--- src/rtl/sparc_pkg.sv ---
// Shared SPARC decode constants, branch condition codes, IF mux selects and
// the decode-stage FSM state encoding.
package sparc_pkg;

    localparam logic [1:0] OP_FMT2 = 2'b00;
    localparam logic [1:0] OP_CALL = 2'b01;
    localparam logic [1:0] OP_ARITH = 2'b10;
    localparam logic [1:0] OP_MEM = 2'b11;

    localparam logic [2:0] OP2_BICC = 3'b010;
    localparam logic [5:0] OP3_JMPL = 6'b111000;
    // op3[5:2] shared by all integer store opcodes
    localparam logic [3:0] OP3_STORE_HI = 4'b0001;

    localparam logic [3:0] COND_BN = 4'b0000;
    localparam logic [3:0] COND_BE = 4'b0001;
    localparam logic [3:0] COND_BLE = 4'b0010;
    localparam logic [3:0] COND_BL = 4'b0011;
    localparam logic [3:0] COND_BLEU = 4'b0100;
    localparam logic [3:0] COND_BCS = 4'b0101;
    localparam logic [3:0] COND_BNEG = 4'b0110;
    localparam logic [3:0] COND_BVS = 4'b0111;
    localparam logic [3:0] COND_BA = 4'b1000;
    localparam logic [3:0] COND_BNE = 4'b1001;

    localparam logic [1:0] SEL_NPC = 2'b00;
    localparam logic [1:0] SEL_TA = 2'b01;
    localparam logic [1:0] SEL_ALU = 2'b10;

    typedef logic [0:0] state_t;
    localparam state_t ST_RUN = 1'b0;
    localparam state_t ST_SQUASH = 1'b1;

endpackage

--- src/rtl/id_cond_eval.sv ---
// Bicc condition evaluation against {N,Z,V,C}; cond[3] inverts the base test.
module id_cond_eval (
    input  logic [3:0] cond,
    input  logic [3:0] icc,
    output logic       taken
);

    logic n, z, v, c;
    logic base;

    assign {n, z, v, c} = icc;

    always_comb begin
        base = 1'b0;
        case (cond[2:0])
            3'd0: base = 1'b0;
            3'd1: base = z;
            3'd2: base = z | (n ^ v);
            3'd3: base = n ^ v;
            3'd4: base = c | z;
            3'd5: base = c;
            3'd6: base = n;
            3'd7: base = v;
            default: base = 1'b0;
        endcase
    end

    assign taken = cond[3] ? ~base : base;

endmodule

--- src/rtl/id_branch_hazard_ctrl.sv ---
// Decode-stage control: resolves Bicc/CALL/JMPL, drives the IF PC mux and load
// enables, stalls on load-use / icc hazards and annuls delay slots.
module id_branch_hazard_ctrl
    import sparc_pkg::*;
#(
    parameter int CNT_W = 16
) (
    input  logic             clk,
    input  logic             R_n,
    input  logic [31:0]      instruction_in,
    input  logic [31:0]      pc_in,
    input  logic [3:0]       icc,
    input  logic             ex_sets_cc,
    input  logic             ex_mem_read,
    input  logic [4:0]       ex_rd,
    input  logic             cnt_clr,
    output logic [1:0]       pc_sel,
    output logic [31:0]      ta,
    output logic             pc_le,
    output logic             npc_le,
    output logic             ifid_le,
    output logic             ifid_clear,
    output logic             idex_bubble,
    output logic             squash,
    output logic [CNT_W-1:0] stall_cnt,
    output logic [CNT_W-1:0] taken_cnt,
    output logic [CNT_W-1:0] annul_cnt,
    output logic             fsm_state
);

    localparam logic [CNT_W-1:0] CNT_ONE = {{(CNT_W-1){1'b0}}, 1'b1};

    logic [1:0] op;
    logic [4:0] rd, rs1, rs2;
    logic [3:0] cond;
    logic       annul_bit, imm_sel;
    logic       is_bicc, is_call, is_jmpl, is_store, reads_regs;
    logic       cond_true, xfer_taken;
    logic       load_use, cc_hazard, hazard;

    state_t           state_q, state_d;
    logic [CNT_W-1:0] stall_cnt_q, stall_cnt_d;
    logic [CNT_W-1:0] taken_cnt_q, taken_cnt_d;
    logic [CNT_W-1:0] annul_cnt_q, annul_cnt_d;
    logic             stall_inc, taken_inc, annul_inc;

    assign op        = instruction_in[31:30];
    assign annul_bit = instruction_in[29];
    assign rd        = instruction_in[29:25];
    assign cond      = instruction_in[28:25];
    assign rs1       = instruction_in[18:14];
    assign imm_sel   = instruction_in[13];
    assign rs2       = instruction_in[4:0];

    assign is_bicc    = (op == OP_FMT2) && (instruction_in[24:22] == OP2_BICC);
    assign is_call    = (op == OP_CALL);
    assign is_jmpl    = (op == OP_ARITH) && (instruction_in[24:19] == OP3_JMPL);
    assign is_store   = (op == OP_MEM) && (instruction_in[24:21] == OP3_STORE_HI);
    assign reads_regs = (op == OP_ARITH) || (op == OP_MEM);

    always_comb begin
        ta = pc_in + 32'd4;
        if (is_bicc) ta = pc_in + {{8{instruction_in[21]}}, instruction_in[21:0], 2'b00};
        else if (is_call) ta = pc_in + {instruction_in[29:0], 2'b00};
    end

    id_cond_eval u_cond_eval (
        .cond  (cond),
        .icc   (icc),
        .taken (cond_true)
    );

    assign xfer_taken = (is_bicc && cond_true) || is_call || is_jmpl;

    assign load_use = ex_mem_read && (ex_rd != 5'd0) && reads_regs &&
                      ((ex_rd == rs1) || (!imm_sel && (ex_rd == rs2)) ||
                       (is_store && (ex_rd == rd)));
    assign cc_hazard = is_bicc && (cond[2:0] != 3'b000) && ex_sets_cc;
    assign hazard    = load_use || cc_hazard;

    // Reset forces a bubble with free-running enables; SQUASH ignores the ID word.
    always_comb begin
        pc_sel      = SEL_NPC;
        pc_le       = 1'b1;
        npc_le      = 1'b1;
        ifid_le     = 1'b1;
        idex_bubble = 1'b0;
        squash      = 1'b0;
        state_d     = ST_RUN;
        stall_inc   = 1'b0;
        taken_inc   = 1'b0;
        annul_inc   = 1'b0;
        if (!R_n) begin
            idex_bubble = 1'b1;
        end else if (state_q == ST_SQUASH) begin
            squash      = 1'b1;
            idex_bubble = 1'b1;
            annul_inc   = 1'b1;
        end else if (hazard) begin
            pc_le       = 1'b0;
            npc_le      = 1'b0;
            ifid_le     = 1'b0;
            idex_bubble = 1'b1;
            stall_inc   = 1'b1;
        end else begin
            if (xfer_taken) begin
                pc_sel    = is_jmpl ? SEL_ALU : SEL_TA;
                taken_inc = 1'b1;
            end
            if (is_bicc && annul_bit && (!cond_true || cond == COND_BA))
                state_d = ST_SQUASH;
        end
    end

    assign ifid_clear = 1'b0;

    always_comb begin
        stall_cnt_d = stall_cnt_q;
        taken_cnt_d = taken_cnt_q;
        annul_cnt_d = annul_cnt_q;
        if (cnt_clr) begin
            stall_cnt_d = '0;
            taken_cnt_d = '0;
            annul_cnt_d = '0;
        end else begin
            if (stall_inc && stall_cnt_q != '1) stall_cnt_d = stall_cnt_q + CNT_ONE;
            if (taken_inc && taken_cnt_q != '1) taken_cnt_d = taken_cnt_q + CNT_ONE;
            if (annul_inc && annul_cnt_q != '1) annul_cnt_d = annul_cnt_q + CNT_ONE;
        end
    end

    always_ff @(posedge clk or negedge R_n) begin
        if (!R_n) begin
            state_q     <= ST_RUN;
            stall_cnt_q <= '0;
            taken_cnt_q <= '0;
            annul_cnt_q <= '0;
        end else begin
            state_q     <= state_d;
            stall_cnt_q <= stall_cnt_d;
            taken_cnt_q <= taken_cnt_d;
            annul_cnt_q <= annul_cnt_d;
        end
    end

    assign stall_cnt = stall_cnt_q;
    assign taken_cnt = taken_cnt_q;
    assign annul_cnt = annul_cnt_q;
    assign fsm_state = state_q;

endmodule

--- config.mk ---
export PLATFORM = sky130hd
export DESIGN_NAME = id_branch_hazard_ctrl
export DESIGN_NICKNAME = d
export VERILOG_FILES = /design/src/rtl/sparc_pkg.sv /design/src/rtl/id_cond_eval.sv /design/src/rtl/id_branch_hazard_ctrl.sv
export SDC_FILE = /design/constraint.sdc
export NUM_CORES = 1
export LEC_CHECK = 0
export ABC_AREA = 0
export CAP_MARGIN = 25
export CORE_UTILIZATION = 47
export CTS_CLUSTER_DIAMETER = 60
export DETAILED_ROUTE_END_ITERATION = 8
export PLACE_DENSITY = 0.95
export SLEW_MARGIN = 20
export SYNTH_ARGS = -nofsm -noshare
export SYNTH_HDL_FRONTEND = slang
export SYNTH_SLANG_ARGS = --single-unit
--- constraint.sdc ---
create_clock -name clk -period 5.1 [get_ports clk]
set_input_delay 0.51 -clock clk [delete_from_list [all_inputs] [get_ports clk]]
set_output_delay 0.51 -clock clk [all_outputs]
set_load 0.01 [all_outputs]
== Word-level counts from Yosys, hierarchy flattened ==
Index checks and enable logic that the tools add are counted.

* Flip-flop bits (word level): 49
* Word-level logic and storage cells: 99
* Bits of input ports: 78

* Equality and inequality tests: 20
* Reductions and logical operators: 32
* Multiplexer cells: 33
* Bitwise gates (word level): 4
* Add/sub/neg operators: 6

{| class="wikitable"
|+ Operators by type and width
! cell !! number
|-
| 16-bit two-way mux || 6
|-
| 32-bit adder || 2
|-
| 32-bit two-way mux || 2
|-
| 16-bit by 1-bit adder with 16-bit output, second input constant || 3
|-
| 16-bit inequality test, second input constant || 3
|-
| 32-bit by 3-bit adder with 32-bit output, second input constant || 1
|-
| 1-bit two-way mux || 19
|-
| 1-bit logical AND || 16
|-
| 5-bit equality test || 3
|-
| 3-bit equality test, second input constant || 4
|-
| 2-bit two-way mux || 5
|-
| 3-bit by 2-bit equality test with 1-bit output, second input constant || 3
|-
| 1-bit one-hot mux with 8 select lines || 1
|-
| 1-bit logical OR || 7
|-
| 6-bit equality test, second input constant || 1
|-
| 2-bit nonzero test || 3
|-
| 5-bit nonzero test || 1
|-
| 2-bit equality test, second input constant || 2
|-
| 4-bit by 1-bit equality test with 1-bit output, second input constant || 1
|-
| 4-bit equality test, second input constant || 1
|-
| 3-bit by 1-bit equality test with 1-bit output, second input constant || 1
|-
| 3-bit logical NOT || 1
|-
| 3-bit nonzero test || 1
|-
| 2-bit by 1-bit equality test with 1-bit output, second input constant || 1
|-
| 5 further kinds || 7
|}

== Logic depth before layout (Yosys ltp) ==
Gate-level depths: netlist of the first run.

* Depth in word-level cells: 15
* Gate-level depth with buffers: 15

== Cells and area by module ==
From an unflattened synthesis of the first run, not the netlist that was laid out.

* Cells, all modules: 569
* Area total of the unflattened synthesis: 4710.8 um^2

{| class="wikitable"
|+ Modules (own cells, without submodules)
! module !! area an instance (um^2) !! cells each !! times used
|-
| id_branch_hazard_ctrl || 4639.4 || 558 || 1
|-
| id_cond_eval || 71.3 || 11 || 1
|}

== Worst setup path after synthesis of the first run ==
No wires, ideal clock.

* Kind: input -> output
* Start point: input port instruction_in[31]
* End point: output port ta[30]
* Stages: 15
* Arrival time: 3.516 ns
* Setup slack: 1.074 ns
* Path through: nor3b_2 > and2_1 > nor2_1 > clkbuf_1 > or2_2 > ha_1 > inv_1 > fa_1 > nor2b_1 > o31ai_1 > a211oi_1 > o211ai_1 > a21oi_1 > a2111oi_0 > a311o_1

* Cells in the longest elaborated chain, start to end: 3
* Elaborated cells on any way between the ends: 5
* Those cells by class: eq/ne (1); mux (2); reduce/logical (2)

{| class="wikitable"
|+ Ends and longest elaborated chain
! item !! RTL line !! text
|-
| from (decl) || id_branch_hazard_ctrl.sv:10 || <nowiki>input logic [31:0] instruction_in,</nowiki>
|-
| 2-bit by 1-bit equality test with 1-bit output or 2-bit logical NOT (tied branches) || id_branch_hazard_ctrl.sv:56, id_branch_hazard_ctrl.sv:55 ||
|-
| 32-bit two-way mux or 1-bit logical AND (tied branches) || id_branch_hazard_ctrl.sv:64, id_branch_hazard_ctrl.sv:55 ||
|-
| 32-bit two-way mux * || id_branch_hazard_ctrl.sv:63 || <nowiki>if (is_bicc) ta = pc_in + {{8{instruction_in[21]}}, instruction_in[21:0], 2'b00};</nowiki>
|-
| to (decl) || id_branch_hazard_ctrl.sv:18 || <nowiki>output logic [31:0] ta,</nowiki>
|}

Mark *: on every way between the ends. The rest lies on a longest branch, timed or not.

== Worst setup path after layout of the first run ==
* Start point: input port instruction_in[23]
* End point: output port ta[25]

* Cells in the longest elaborated chain, start to end: 3
* Elaborated cells on any way between the ends: 5
* Those cells by class: add/sub (1); eq/ne (1); mux (2); reduce/logical (1)

{| class="wikitable"
|+ Ends and longest elaborated chain
! item !! RTL line
|-
| 32-bit adder or 3-bit by 2-bit equality test with 1-bit output (tied branches) || id_branch_hazard_ctrl.sv:64, id_branch_hazard_ctrl.sv:55
|-
| 32-bit two-way mux or 1-bit logical AND (tied branches) || id_branch_hazard_ctrl.sv:64, id_branch_hazard_ctrl.sv:55
|-
| 32-bit two-way mux * || id_branch_hazard_ctrl.sv:63
|}

Marked as above.

==> results of run 1 <==
-- cells by family (layout without fill, tap and decap cells) --
| kind of cell | count (synthesis) | count (layout) | synth area share (%) |
|---|---|---|---|
| other cells | 1 | 1 | 0.0775 |
| buf+inv | 52 | 210 | 5.22 |
| flops | 49 | 49 | 25.3 |
| compound gates | 134 | 134 | 17.9 |
| simple gates | 275 | 275 | 30.5 |
| xor+xnor | 56 | 56 | 10.3 |
| mux | 9 | 9 | 1.99 |
| fa+ha+maj | 33 | 33 | 8.69 |
-- registers in the layout, summed over array words and instances (netlist names) --
name       cells
stall_cnt     16
fsm_state      1
annul_cnt     16
taken_cnt     16
-- Yosys cell counts, types with 3 or more instances --
cell type	number
xnor2_1	32
dfrtp_1	49
nand2_1	48
a21oi_1	50
a21boi_0	3
mux2_2	3
clkbuf_1	19
buf_6	5
o31ai_1	17
o21bai_1	3
a21o_1	8
buf_4	5
nand3b_1	3
nor3_1	12
a211o_1	4
o21ai_0	12
a211oi_1	5
nor4_1	9
or3_1	9
and2_1	3
a311o_1	3
nand3_1	29
a31oi_1	5
nor2_1	60
o21a_1	5
and3_1	13
ha_1	32
nor2b_1	31
nand4_1	11
o22ai_1	3
a41oi_1	3
or4_1	18
inv_1	21
nand2b_1	10
mux2i_1	4
xor2_1	23
o211ai_1	3
and4_1	4
-- through the flow --
step,setup WS (ns),setup TNS (ns),power (mW),area (um^2),std cells
5_1_grt,-0.00763,-0.00763,1.15,6760,900
3_3_place_gp,0.179,0,0.798,6580,891
4_1_cts,0.0977,0,1.09,6700,899
2_1_floorplan,1.07,0,0.605,4840,609
6_report,0.169,0,1.10,6760,900
3_5_place_dp,-0.0141,-0.0141,0.807,6580,891
-- cell type report --
cell class / instances / area, um^2 / share of cell area, %
Tap cell: 133 / 166 / 2.46
Inverter: 21 / 78.8 / 1.17
Timing Repair Buffer: 181 / 1760 / 26.0
Clock inverter: 3 / 46.3 / 0.685
Multi-Input combinational cell: 508 / 3410 / 50.5
Sequential cell: 49 / 1230 / 18.1
Clock buffer: 5 / 68.8 / 1.02
-- where the power goes --
| group | total (mW) | switching, mW | internal (mW) |
|---|---|---|---|
| clock | 0.286 | 0.139 | 0.147 |
| sequential | 0.390 | 0.000934 | 0.389 |
| combinational | 0.421 | 0.205 | 0.216 |
-- final timing paths --
| path | start | to | slack [ns] | cells after the start |
|---|---|---|---|---|
| worst max-delay path | instruction_in[23] | ta[25] | 0.17 | 16 |
| max in group asynchronous | R_n | stall_cnt[14] | 4.31 | 2 |
| worst min-delay path | R_n | taken_cnt[14] | 0.36 | 2 |
| worst max register to register | taken_cnt[7] | taken_cnt[7] | 2.51 | 7 |
| worst min register to register | taken_cnt[15] | taken_cnt[15] | 0.57 | 2 |
| min in group clk | taken_cnt[15] | taken_cnt[15] | 0.57 | 2 |
-- per-layer routing --
metal,GRT usage (%),up-vias,wire (um),part of all wire [%]
met5,0,-,0,0
met4,9.43,0,486,3.1
met3,4.84,41,1070,6.9
met2,47.4,219,7370,47
met1,37.6,2484,6600,43
li1,-,2519,-,-
-- critical path, delay by kind of cell --
| family | cells | cell delay [ns] |
|---|---|---|
| and+or+nand+nor | 7 | 1.10 |
| buffers and inverters | 4 | 1.27 |
| adders and majority gates | 1 | 0.33 |
| AOI/OAI and AO/OA | 4 | 1.19 |
-- repair_timing --
item	4_1_cts	5_1_grt
resized for setup	1	12
endpoints found under the setup margin	1	9
pin swaps	0	4
buffers inserted	0	1
==> out/qor.yml, run 1 <==
cts:
  clock_path_buffers: 2
  cts_tree: "done"
  numCtsBuffers: 5
  clkSinkCount: 49
  cts_hold_buf: 0
  clk_pin_slew_ns: 0.10
  cts-htree-levels: 2
  cts.root.buffer_cell: "clkbuf_8"
  clk_latency_ns: 0.31
grt:
  grt_pass1_vias: 4957
  grt_max_degree: 55
  antenna_found_initial: 0
  grt_overflow: 0
  grtUsageTotal_pct: 28.5
  grt_pass1_wl_um: 24000
setup_path:
  slowest_stage: "clkdlybuf4s50_1"
  endpoint_kind: "output port"
  worstSetupStartpointType: "primary input"
  crit_fanout: 11
  crit_required_ns: 4.59
  cp_cell_sequence: "clkdlybuf4s50_1, nor3b_2, and2_1, nor2_1, buf_4, buf_4, nor2b_1, ha_1, nand2_1, or3_1, a21oi_1, o211ai_1, a41oi_2, nor4_1, a311o_1, clkdlybuf4s50_1"
  worstPathArrival_ns: 4.42
  crit_type: "in -> out"
  max_stage_delay_ns: 0.48
pwr:
  leakage_nw: 2.81
  irDropWorstVdd_v: 0.000111
  power_density_mw_per_mm2: 162
layout:
  nNetsFinal: 877
  fillCellCount: 774
  final_common_cell: "clkdlybuf4s50_1"
  finish.utilization_pct: 68.5
  layout_common_cells: "clkdlybuf4s50_1 (159), nor2_1 (60), dfrtp_1 (49)"
  area_delta_synth_final_pct: 39.7
  drive_gt1_share_pct: 6.78
  diodes: 0
floorplan:
  start_util_pct: 49.1
  die_w_um: 103
  die_h_um: 103
  die-area_mm2: 0.0107
  core_mm2: 0.00986
  io_pins: 167
  rows: 36
outcome:
  status: "complete, no violations"
routing:
  wl_per_cell_um: 17.2
  drt_first_iter_violations: 203
  ant_nets: 0
  vias: 5263
  drtPass1Iterations: 5
  drc: 0
  vias_per_cell: 5.85
  wl_um: 15500
sta:
  finClkSkew_ns: 0.0126
  hold_viol_final: 0
  hold_slack_ns: 0.359
  tightest_slew_ns: 0.666
  max_freq_ghz: 0.203
  finalCritPeriodShare_pct: 96.7
  finalMaxSlewViolations: 0
  relSlewSlack_pct: 55.3
  finalSetupViolations: 0
  min_period_ns: 4.93
synth:
  syn_area_mm2: 0.00484
  postSynthAreaPerCell_um2: 7.95
  ys_ff_latch: 49
  ys_seq_area_share_pct: 25.3
  ys.flop_type: "dfrtp_1"
  synth_cells: 609
  async_reset_ff_share_pct: 100
  yosys.area.top_type: "dfrtp_1"
  syn-num-nets: 720
  yosysTopAreaCellShare_pct: 25.3
  synth_warnings: 0
  yosysUniqueCellTypes: 62
  synthTopCellsByArea: "dfrtp_1 (25%), ha_1 (8.3%), xnor2_1 (5.8%), a21oi_1 (5.2%), nor2_1 (4.7%)"
  synth_edf_count: 0
run:
  cap_violations: 0
placement:
  post-dp-hpwl_um: 12300
  gp_congestion: 0.973
  io_buffers: 161
worst_hold_path:
  hp-class: "in -> async"
(Power assumes the default switching activity.)
==> inputs of run 2 (changes only) <==
--- a/config.mk
+++ b/config.mk
@@ -10,6 +10,7 @@
 export CORE_UTILIZATION = 47
 export CTS_CLUSTER_DIAMETER = 60
 export DETAILED_ROUTE_END_ITERATION = 8
+export HOLD_SLACK_MARGIN = 0.03
 export PLACE_DENSITY = 0.95
 export SLEW_MARGIN = 20
 export SYNTH_ARGS = -nofsm -noshare
==> results of run 2 <==
Final layout, timing and power as in run 1 (identical DEF).
